[src/rtl/pix_gearbox_pkg.sv]
// pix_gearbox_pkg: shared sizes and types for the 16-to-24 bit pixel gearbox
package pix_gearbox_pkg;
  localparam int BUF_BYTES = 6;
  localparam int BYTES_IN = 2;
  localparam int BYTES_OUT = 3;
  typedef logic [2:0] cnt_t;
endpackage

[src/rtl/pix_byte_buf.sv]
// pix_byte_buf: 6-byte shift buffer, removes 3 oldest bytes and appends 2 new bytes per cycle
// Ports: clk, rst_n (async active-low), clr (sync clear), pop (drop 3 oldest bytes),
//        app (append din), base (write index after pop), din (low byte older), dout (3 oldest bytes)
module pix_byte_buf import pix_gearbox_pkg::*; #(parameter int DATA_WIDTH = 8) (
  input  logic                              clk,
  input  logic                              rst_n,
  input  logic                              clr,
  input  logic                              pop,
  input  logic                              app,
  input  logic [2:0]                        base,
  input  logic [BYTES_IN*DATA_WIDTH-1:0]    din,
  output logic [BYTES_OUT*DATA_WIDTH-1:0]   dout
);
  logic [DATA_WIDTH-1:0] b [BUF_BYTES];
  logic [DATA_WIDTH-1:0] nb [BUF_BYTES];
  always_comb begin
    for (int i = 0; i < BUF_BYTES; i++) nb[i] = b[i];
    if (pop)
      for (int i = 0; i < BUF_BYTES; i++)
        nb[i] = i < BUF_BYTES - BYTES_OUT ? b[(i + BYTES_OUT) % BUF_BYTES] : '0;
    if (app)
      for (int i = 0; i < BUF_BYTES; i++)
        for (int j = 0; j < BYTES_IN; j++)
          if (i == int'(base) + j) nb[i] = din[j*DATA_WIDTH +: DATA_WIDTH];
  end
  always_ff @(posedge clk or negedge rst_n)
    if (!rst_n) for (int i = 0; i < BUF_BYTES; i++) b[i] <= '0;
    else if (clr) for (int i = 0; i < BUF_BYTES; i++) b[i] <= '0;
    else b <= nb;
  always_comb begin
    dout = '0;
    for (int i = 0; i < BYTES_OUT; i++) dout[i*DATA_WIDTH +: DATA_WIDTH] = b[i];
  end
endmodule

[src/rtl/pix_gearbox_16to24.sv]
// pix_gearbox_16to24: converts a FIFO stream of 2-byte words into 3-byte pixels
// Ports: clk, rst_n (async active-low), rempty/rd_data/rd_data_valid/rinc (FIFO read side),
//        flush (sync clear), pix_data/pix_valid/pix_ready (pixel handshake), ovf_err (sticky),
//        pix_cnt (transfer counter, only with PIX_GEARBOX_STATS_EN defined)
module pix_gearbox_16to24 import pix_gearbox_pkg::*; #(parameter int DATA_WIDTH = 8) (
  input  logic                    clk,
  input  logic                    rst_n,
  input  logic                    rempty,
  input  logic [2*DATA_WIDTH-1:0] rd_data,
  input  logic                    rd_data_valid,
  output logic                    rinc,
  input  logic                    flush,
  output logic [3*DATA_WIDTH-1:0] pix_data,
  output logic                    pix_valid,
  input  logic                    pix_ready,
  output logic                    ovf_err
`ifdef PIX_GEARBOX_STATS_EN
  , output logic [15:0]           pix_cnt
`endif
);
  cnt_t cnt, base;
  logic pend, disc, run, pop, take, ovf, app;
  logic [3:0] need, room;
  always_comb begin
    pix_valid = cnt >= cnt_t'(BYTES_OUT);
    pop = pix_valid && pix_ready;
    base = pop ? cnt - cnt_t'(BYTES_OUT) : cnt;
    // free >= 2 rewritten as room >= need to stay unsigned
    need = 4'(cnt) + (pend ? 4'd2 : 4'd0) + 4'(BYTES_IN);
    room = 4'(BUF_BYTES) + (pop ? 4'(BYTES_OUT) : 4'd0);
    // run holds rinc low until the first clock edge after reset release
    rinc = run && !rempty && !flush && room >= need;
    take = rd_data_valid && !flush && !disc;
    ovf = take && base > cnt_t'(BUF_BYTES - BYTES_IN);
    app = take && !ovf;
  end
  always_ff @(posedge clk or negedge rst_n)
    if (!rst_n) begin
      run <= 1'b0;
      cnt <= '0;
      pend <= 1'b0;
      disc <= 1'b0;
      ovf_err <= 1'b0;
    end else begin
      run <= 1'b1;
      cnt <= flush ? '0 : base + (app ? cnt_t'(BYTES_IN) : '0);
      pend <= rinc;
      // a word still in flight across a flush is dropped when it lands
      disc <= (disc || (flush && pend)) && !rd_data_valid;
      ovf_err <= ovf_err || ovf;
    end
`ifdef PIX_GEARBOX_STATS_EN
  always_ff @(posedge clk or negedge rst_n)
    if (!rst_n) pix_cnt <= '0;
    else pix_cnt <= flush ? '0 : pix_cnt + 16'(pop);
`endif
  pix_byte_buf #(.DATA_WIDTH(DATA_WIDTH)) u_buf (
    .clk(clk),
    .rst_n(rst_n),
    .clr(flush),
    .pop(pop),
    .app(app),
    .base(base),
    .din(rd_data),
    .dout(pix_data)
  );
endmodule
[config.mk]
export PLATFORM = sky130hd
export DESIGN_NAME = pix_gearbox_16to24
export DESIGN_NICKNAME = d
export VERILOG_FILES = /design/src/rtl/pix_gearbox_pkg.sv /design/src/rtl/pix_byte_buf.sv /design/src/rtl/pix_gearbox_16to24.sv
export SDC_FILE = /design/constraint.sdc
export NUM_CORES = 1
export LEC_CHECK = 0
export BUFFER_PORTS_ARGS = -buffer_cell sky130_fd_sc_hd__buf_2
export CAP_MARGIN = 20
export CORE_MARGIN = 5
export CORE_UTILIZATION = 59
export CTS_CLUSTER_SIZE = 8
export DETAILED_ROUTE_END_ITERATION = 8
export PLACE_DENSITY = 0.82
export SLEW_MARGIN = 20
export SYNTH_ARGS = -nofsm -noshare
export SYNTH_HDL_FRONTEND = slang
export SYNTH_SLANG_ARGS = --single-unit
[constraint.sdc]
create_clock -name clk -period 4.2 [get_ports clk]
set_input_delay 0 -clock clk [delete_from_list [all_inputs] [get_ports clk]]
set_output_delay 0 -clock clk [all_outputs]
set_load 0.01 [all_outputs]
==> flow_metrics.py, run 1 <==
metrics = {
    "floorplanning": {
        "row_count": 30,
        "core_mm2": 0.00676,
        "dieWidth_um": 93.1,
        "pin_count": 49,
        "initial_utilization_pct": 60.2,
        "die-area_mm2": 0.00866,
        "die_height_um": 93.1,
    },
    "worst_setup_path": {
        "reg2reg_slack_ns": 0.53,
        "startpoint": "cnt[0]",
        "setup.worst_path.class": "flop to flop",
        "start_kind": "flop",
        "worstPathMaxFanout": 66,
        "cp-end-kind": "flop",
        "critPathRequiredTime_ns": 4.43,
        "timing.rr.start": "cnt[0]",
        "r2r-end": "u_buf.dout[0]",
        "arrival_ns": 3.90,
        "reg2reg_depth": 11,
    },
    "global_routing": {
        "grt_overflow_total": 0,
        "grt_pass1_vias": 3647,
        "grt_max_degree": 67,
        "antenna_found_initial": 0,
        "grt_first_pass_wirelength_mm": 18.7,
        "track_usage_pct": 27.4,
    },
    "route": {
        "vias": 3721,
        "ant_nets": 0,
        "viasPerCell": 6.79,
        "wl_mm": 11.6,
        "avgRoutedWirePerCell_um": 21.1,
        "drc": 0,
        "drt_first_pass_iters": 5,
        "drt_iter0_markers": 491,
    },
    "timing": {
        "fmax_mhz": 273,
        "relSlewSlack_pct": 36.6,
        "timing.final.max_slew_violations": 0,
        "post-route-min-period_ns": 3.67,
        "hold_violations": 0,
        "setup_violations": 0,
        "rsz0062_at_grt": "no",
        "fin_hold_ws_ns": 0.0147,
        "finalCritPeriodShare_pct": 87.3,
        "worstMarginPinSlew_ns": 0.952,
        "finalSetupTns_ns": 0,
        "finClkSkew_ns": 0.00520,
    },
    "cts": {
        "numCtsBuffers": 5,
        "clock_path_buffers": 2,
        "numClockSinks": 55,
        "clk_pin_slew_worst_paths_ns": 0.10,
        "ctsResizeCount": 0,
        "htreeDepth": 2,
        "worstSkewPairLatency_ns": 0.32,
        "cts_root_buf": "clkbuf_8",
        "cts_tree": "built",
    },
    "flow_run": {
        "cap_violations": 0,
    },
    "synth": {
        "postSynthCellCount": 466,
        "synth_flop_cell": "dfrtp_1",
        "synth_area_leaders": "dfrtp_1 (34%), nand3_1 (7.0%), mux2i_1 (6.1%)",
        "synthDistinctLibCells": 48,
        "yosys_warnings": 0,
        "ys_top_cells_by_count": "nand3_1 (57), dfrtp_1 (55), nand2_1 (30), o21ai_0 (30), buf_4 (27)",
        "syn_nets": 497,
        "synth_largest_area_cell": "dfrtp_1",
        "yosysMostFrequentCell": "nand3_1",
        "synth_edf_count": 0,
        "netlist_area_mm2": 0.00407,
        "synth-seq-area-share_pct": 33.8,
        "synthArstFlopShare_pct": 100,
        "ys_seq_elements": 55,
        "syn_area_per_cell_um2": 8.73,
        "yosysTopAreaCellShare_pct": 33.8,
    },
    "placed_design": {
        "place.gp.congestion": 0.884,
        "place_hpwl_mm": 7.68,
        "numPortBuffers": 48,
    },
    "finish": {
        "final_layout_size_suffix_gt1_share_pct": 19.7,
        "finish.net_count": 499,
        "antenna_cells": 0,
        "syn2layout_area_growth_pct": 3.26,
    },
    "power": {
        "power.density_mw_per_mm2": 515,
        "irDropWorstVdd_v": 0.000309,
        "leakage_uw": 0.00194,
    },
    "outcome": {
        "status": "finished, final reports clean",
    },
    "hold_path": {
        "hold_path.class": "input port to flop",
        "holdPathStages": 3,
        "holdCritStartpoint": "rd_data[12]",
        "min_to": "u_buf.dout[12]",
    },
}
## power by group
part	switching, uW	total, uW	internal, uW	leakage, uW
Combinational	617	1060	439	0.00115
Sequential	111	794	684	0.000741
Clock	183	313	130	0.0000470
Total	911	2160	1250	0.00194
## registers in the layout, indices dropped and copies added, names as in the netlist
| name | flops |
|---|---|
| disc | 1 |
| u_buf.b | 24 |
| run | 1 |
| cnt | 3 |
| pend | 1 |
| ovf_err | 1 |
| u_buf.dout | 24 |
## kinds of logic after synthesis
logic type | count (synthesis) | share of synthesized area [%]
AND/OR/NAND/NOR | 175 | 22.5
AO/OA/AOI/OAI | 101 | 18.5
buffers and inverters | 81 | 10.9
flip-flops | 55 | 33.8
multiplexers | 43 | 11.2
adder cells (fa/ha/maj) | 9 | 2.77
other | 1 | 0.0921
XOR/XNOR | 1 | 0.215
## area by class of cell
| type | count | area, um2 |
|---|---|---|
| inverters | 18 | 67.6 |
| clock buffers | 6 | 82.6 |
| well taps | 80 | 100 |
| clock inverters | 1 | 5.00 |
| fillers | 586 | 2550 |
| multi-input cells | 330 | 2250 |
| repair buffers | 58 | 323 |
| flip-flops and latches | 55 | 1380 |
## critical path, cell delays in order (launching register included)
cell and delay, ns:
dfrtp_1 0.50, ha_1 0.26, ha_1 0.23, a211oi_2 0.32
inv_2 0.10, nand2_2 0.09, ha_1 0.41, and2_1 0.21
a21oi_2 0.07, inv_2 0.67, nand2b_1 0.39, o211ai_1 0.29
## cell usage in the layout, fill, tap and decap left out, drive strengths merged, types with 9 or more instances in the layout
cell type	n
o21ai	33
dfrtp	55
mux2i	25
nor3	11
nor2	20
ha	9
o211a	16
inv	18
nand3b	9
nand3	57
nand2	31
buf	55
mux2	18
and3	17
## layer usage
layer	track usage, %	vias up	routed length, um
met5	0	-	0
met1	36.7	1758	4700
met2	42.4	227	5330
li1	-	1686	-
met4	14.3	0	482
met3	4.67	50	1050
## worst max path at each step
| stage | slack (ns) | endpoint | cells after the start |
|---|---|---|---|
| 6_report | 0.53 | u_buf.dout[0] | 11 |
| 2_1_floorplan | 0.49 | u_buf.b[14] | 15 |
| 3_5_place_dp | 0.60 | u_buf.dout[1] | 11 |
| 3_3_place_gp | 0.81 | u_buf.b[8] | 11 |
| 5_1_grt | 0.18 | u_buf.dout[0] | 11 |
| 4_1_cts | 0.56 | u_buf.dout[0] | 11 |
## metrics by stage
| stage | setup WS (ns) | total power [uW] | std cells | util (%) | instance area (um2) |
|---|---|---|---|---|---|
| finish | 0.533 | 2160 | 548 | 62.2 | 4200 |
| global route | 0.176 | 2310 | 548 | 62.2 | 4200 |
| CTS | 0.556 | 2160 | 548 | 62.2 | 4200 |
| global placement | 0.813 | 1810 | 538 | 60.5 | 4090 |
| floorplan | 0.488 | 1660 | 466 | - | 4070 |
| detailed placement | 0.602 | 1840 | 538 | 60.5 | 4090 |
## timing repair
item	4_1_cts	5_1_grt
buffers inserted	0	0
endpoints found under the hold margin	57	0
hold buffers	3	0
Power figures use the tool's default switching activity.
==> inputs of run 2 (changes only) <==
CORE_ASPECT_RATIO = 0.5   (was default)
CTS_CLUSTER_DIAMETER = 200   (was default)
==> run 2 against run 1 <==
- non-clock buffer count grew 1
- first-iteration DRC count is 14% lower
- combinational power about the same
- clock power is 34% higher
- via count decreased by 0.56%
- cell count rose by 2.6%
- sequential power grew 0.6%
- critical path type unchanged
- largest power group unchanged
==> flow_metrics.py, run 2 (same netlist as run 1, synthesis figures left out) <==
metrics = {
    "outcome": {
        "status": "finished, final reports clean",
    },
    "power": {
        "clockPowerShare_pct": 18.4,
        "irDropWorstVdd_v": 0.000224,
        "seqPwrFrac_pct": 35.2,
        "leakage_uw": 0.00196,
        "combPwrFrac_pct": 46.4,
        "power.density_mw_per_mm2": 531,
        "swShare_pct": 40.7,
        "p_int_uw": 1350,
        "power_uw": 2270,
        "p_sw_uw": 924,
    },
    "floorplanning": {
        "row_count": 21,
        "pin_count": 49,
        "initial_utilization_pct": 60.7,
        "core_mm2": 0.00670,
        "die-area_mm2": 0.00876,
        "die_height_um": 68.7,
        "dieWidth_um": 127,
    },
    "cts": {
        "numClockSinks": 55,
        "numCtsBuffers": 5,
        "clk_pin_slew_worst_paths_ns": 0.07,
        "ctsResizeCount": 0,
        "worstSkewPairLatency_ns": 0.30,
        "htreeDepth": 2,
        "clock_path_buffers": 2,
        "cts_tree": "built",
        "cts_root_buf": "clkbuf_16",
    },
    "worst_setup_path": {
        "reg2reg_depth": 11,
        "worstPathMaxFanout": 16,
        "timing.rr.start": "cnt[0]",
        "endpoint": "u_buf.b[13]",
        "critPathTopFamily": "adder cells",
        "reg2reg_slack_ns": 0.62,
        "start_kind": "flop",
        "worst-path-buf-inv": 1,
        "critPathRequiredTime_ns": 4.39,
        "timing.critical_path.mode_cell": "ha_1",
        "cp-end-kind": "flop",
        "arrival_ns": 3.77,
        "setup.worst_path.class": "flop to flop",
        "startpoint": "cnt[0]",
        "slowest_stage": "or4_1",
        "r2r-end": "u_buf.b[13]",
        "cpPeakStageDelay_ns": 0.78,
        "path_cells": "ha_1 -> ha_1 -> a211oi_2 -> inv_2 -> nand2_2 -> ha_1 -> nor2_1 -> ha_1 -> or4_1 -> o21ai_0 -> o21ai_0",
        "path_depth": 11,
    },
    "route": {
        "wl_mm": 11.3,
        "ant_nets": 0,
        "drt_first_pass_iters": 5,
        "avgRoutedWirePerCell_um": 20.1,
        "viasPerCell": 6.58,
        "drc": 0,
        "vias": 3700,
        "drt_iter0_markers": 421,
    },
    "placed_design": {
        "place_hpwl_mm": 7.52,
        "place.gp.congestion": 0.909,
        "numPortBuffers": 48,
    },
    "global_routing": {
        "track_usage_pct": 26.7,
        "grt_max_degree": 56,
        "grt_overflow_total": 0,
        "grt_pass1_vias": 3431,
        "antenna_found_initial": 0,
        "grt_first_pass_wirelength_mm": 18.1,
    },
    "finish": {
        "syn2layout_area_growth_pct": 5.04,
        "post-route-util_pct": 63.8,
        "final_common_cell": "nand3_1",
        "final_cell_mix": "nand3_1 (57), dfrtp_1 (55), buf_2 (48), o21ai_0 (30), nand2_1 (30)",
        "antenna_cells": 0,
        "final_layout_size_suffix_gt1_share_pct": 19.6,
        "finish.net_count": 500,
    },
    "timing": {
        "relSlewSlack_pct": 49.9,
        "fin_hold_ws_ns": 0.0582,
        "finalCritPeriodShare_pct": 85.3,
        "finClkSkew_ns": 0.00670,
        "worstMarginPinSlew_ns": 0.751,
        "post-route-min-period_ns": 3.58,
        "setup_violations": 0,
        "hold_violations": 0,
        "timing.final.max_slew_violations": 0,
        "fmax_mhz": 279,
        "rsz0062_at_grt": "no",
        "finalSetupTns_ns": 0,
    },
    "flow_run": {
        "cap_violations": 0,
    },
    "hold_path": {
        "hold_path.class": "input port to flop",
    },
}
run 2: cell types whose count changed in the layout (fill, tap and decap cells not counted):
cell / before / now
buf_4: 7 / 8
clkbuf_1: 0 / 2
clkbuf_16: 0 / 5
clkbuf_8: 6 / 0
run 2: worst min-delay path, stage by stage:
cell	delay, ns
buf_2	0.16
nand3_1	0.08
nand3_1	0.07
run 2: timing repair:
item | CTS | global route
buffers inserted | 0 | 0
hold endpoints to repair | 57 | 0
hold buffers | 3 | 0
run 2: power groups by stage:
stage / clock [uW] / sequential [uW] / combinational, uW
after detailed placement: 0 / 804 / 1030
after global routing: 443 / 815 / 1160
final: 418 / 799 / 1050
after CTS: 419 / 795 / 1040
after global placement: 0 / 799 / 1010
after floorplan: 0 / 772 / 889
run 2: final cells by class:
cell class	instances	area (um2)
Fill cell	607	2420
Clock buffer	7	133
Tap cell	92	115
Multi-Input combinational cell	330	2250
Sequential cell	55	1380
Clock inverter	1	5.00
Inverter	18	67.6
Timing Repair Buffer	59	330
run 2: metal layers:
| metal | GRT usage [%] | part of all wire, % | vias to the layer above | routed length [um] |
|---|---|---|---|---|
| li1 | - | - | 1689 | - |
| met1 | 36.5 | 44 | 1807 | 4930 |
| met2 | 43.0 | 45 | 186 | 5100 |
| met3 | 6.62 | 9.9 | 18 | 1120 |
| met4 | 7.22 | 1.3 | 0 | 150 |
| met5 | 0 | 0 | - | 0 |
run 2: metrics by stage:
step	area, um2	cells	worst slack, ns
floorplan	4070	466	0.488
global placement	4110	551	0.829
detailed placement	4110	551	0.668
CTS	4280	562	0.663
global route	4280	562	0.307
finish	4280	562	0.617
run 2: worst min-delay path by stage:
stage	startpoint	to	slack, ns	cells after the start
6_report	rd_data[10]	u_buf.dout[10]	0.06	3
5_1_grt	rd_data[15]	u_buf.dout[15]	0.06	3
4_1_cts	rd_data[14]	u_buf.dout[14]	0.05	3
3_5_place_dp	rd_data_valid	disc	0.18	2
3_3_place_gp	rd_data_valid	disc	0.16	2
2_1_floorplan	rst_n	cnt[0]	-0.30	0
==> inputs of run 3 (changes only) <==
PLACE_DENSITY = 0.81   (was 0.82)
==> run 3 against run 2 <==
- final area up 0.50%
- total power up 2.4%
- sequential share of layout area down 0.16 points
- largest cell class unchanged
- critical endpoint is now u_buf.dout[2]
- routed wire length up 0.11%
- worst setup slack worse by 0.056 ns
- via count up 0.46%
- first-iteration DRC count up 6.7%
- sequential power about the same
==> flow_metrics.py, run 3 (same netlist as run 1, synthesis figures left out) <==
metrics = {
    "finish": {
        "stdcell_count": 561,
        "post-route-util_pct": 64.1,
        "final_cell_mix": "nand3_1 (57), dfrtp_1 (55), buf_2 (48), o21ai_0 (30), nand2_1 (30)",
        "antenna_cells": 0,
        "final_layout_size_suffix_gt1_share_pct": 19.6,
        "final_common_cell": "nand3_1",
        "syn2layout_area_growth_pct": 5.56,
        "finish.net_count": 500,
        "fin_area_mm2": 0.00430,
    },
    "placed_design": {
        "place.gp.congestion": 0.942,
        "place_area_mm2": 0.00411,
        "dp.cells": 551,
        "place_hpwl_mm": 7.52,
        "numPortBuffers": 48,
    },
    "global_routing": {
        "grt_max_degree": 67,
        "grt_overflow_total": 0,
        "track_usage_pct": 27.1,
        "antenna_found_initial": 0,
        "grt_pass1_vias": 3402,
        "grt_first_pass_wirelength_mm": 18.3,
    },
    "timing": {
        "setup_violations": 0,
        "worstMarginPinSlew_ns": 0.968,
        "rsz0062_at_grt": "no",
        "post-route-min-period_ns": 3.64,
        "fin_hold_ws_ns": 0.0386,
        "hold_violations": 0,
        "fmax_mhz": 275,
        "finalCritPeriodShare_pct": 86.6,
        "finClkSkew_ns": 0.00943,
        "timing.final.max_slew_violations": 0,
        "relSlewSlack_pct": 35.5,
        "finalSetupTns_ns": 0,
    },
    "route": {
        "m1WireLength_mm": 5.01,
        "viasPerCell": 6.63,
        "wl_mm": 11.3,
        "drc": 0,
        "wl_met3_mm": 1.05,
        "avgRoutedWirePerCell_um": 20.2,
        "wl_met2_mm": 5.06,
        "ant_nets": 0,
        "drt_first_pass_iters": 5,
        "vias": 3717,
        "drt_iter0_markers": 449,
        "top_layer_used": "met4",
    },
    "power": {
        "irDropWorstVdd_v": 0.000212,
        "power.density_mw_per_mm2": 541,
        "leakage_uw": 0.00197,
    },
    "floorplanning": {
        "core_mm2": 0.00670,
        "dieWidth_um": 127,
        "pin_count": 49,
        "initial_utilization_pct": 60.7,
        "die-area_mm2": 0.00876,
        "die_height_um": 68.7,
        "row_count": 21,
    },
    "hold_path": {
        "hold_path.class": "input port to flop",
    },
    "cts": {
        "worstSkewPairLatency_ns": 0.30,
        "clk_pin_slew_worst_paths_ns": 0.07,
        "cts_root_buf": "clkbuf_16",
        "ctsResizeCount": 0,
        "post_cts_buffers": 0,
        "numClockSinks": 55,
        "holdBufCountCts": 3,
        "numCtsBuffers": 5,
        "cts_tree": "built",
        "clock_path_buffers": 2,
        "htreeDepth": 2,
    },
    "flow_run": {
        "cap_violations": 0,
    },
    "worst_setup_path": {
        "arrival_ns": 3.86,
        "cp-end-kind": "flop",
        "reg2reg_slack_ns": 0.56,
        "start_kind": "flop",
        "worstPathMaxFanout": 66,
        "setup.worst_path.class": "flop to flop",
        "critPathRequiredTime_ns": 4.42,
    },
    "outcome": {
        "status": "finished, final reports clean",
    },
}
-- run 3: final timing paths --
kind / start / endpoint / depth (start not counted)
min in group asynchronous: rst_n / u_buf.dout[1] / 3
max reg2reg: cnt[0] / u_buf.dout[2] / 11
min: rd_data[14] / u_buf.dout[14] / 3
max in group asynchronous: rst_n / u_buf.dout[8] / 3
max: cnt[0] / u_buf.dout[2] / 11
min reg2reg: ovf_err / ovf_err / 1
-- run 3: cell type report --
type	count	area [um2]
clock buffer	6	129
clock inverter	1	30.0
fill	572	2400
inverter	18	67.6
multi-input combinational	330	2250
sequential	55	1380
tap	92	115
timing repair buffer	59	330
-- run 3: worst max-delay path, cell delays in order (launching register included) --
cell      delay (ns)
dfrtp_1         0.48
ha_1            0.25
ha_1            0.22
a211oi_2        0.30
inv_2           0.10
nand2_2         0.10
ha_1            0.40
and2_1          0.22
a21oi_2         0.07
inv_2           0.69
nand2b_1        0.41
o211ai_1        0.28
-- run 3: stage by stage --
step | setup WS, ns | total power (uW)
final | 0.562 | 2330
after global placement | 0.777 | 1810
after CTS | 0.648 | 2310
after detailed placement | 0.671 | 1830
after floorplan | 0.488 | 1660
after global routing | 0.301 | 2480
-- run 3: power by group --
part | switching (uW) | internal [uW]
logic | 607 | 439
registers | 114 | 684
clock network | 202 | 279
-- run 3: metal layers --
layer  global-route usage [%]  vias to the layer above
met5                        0                        -
met4                     8.02                        0
met3                     6.08                       27
met2                     41.9                      179
met1                     38.3                     1822
li1                         -                     1689
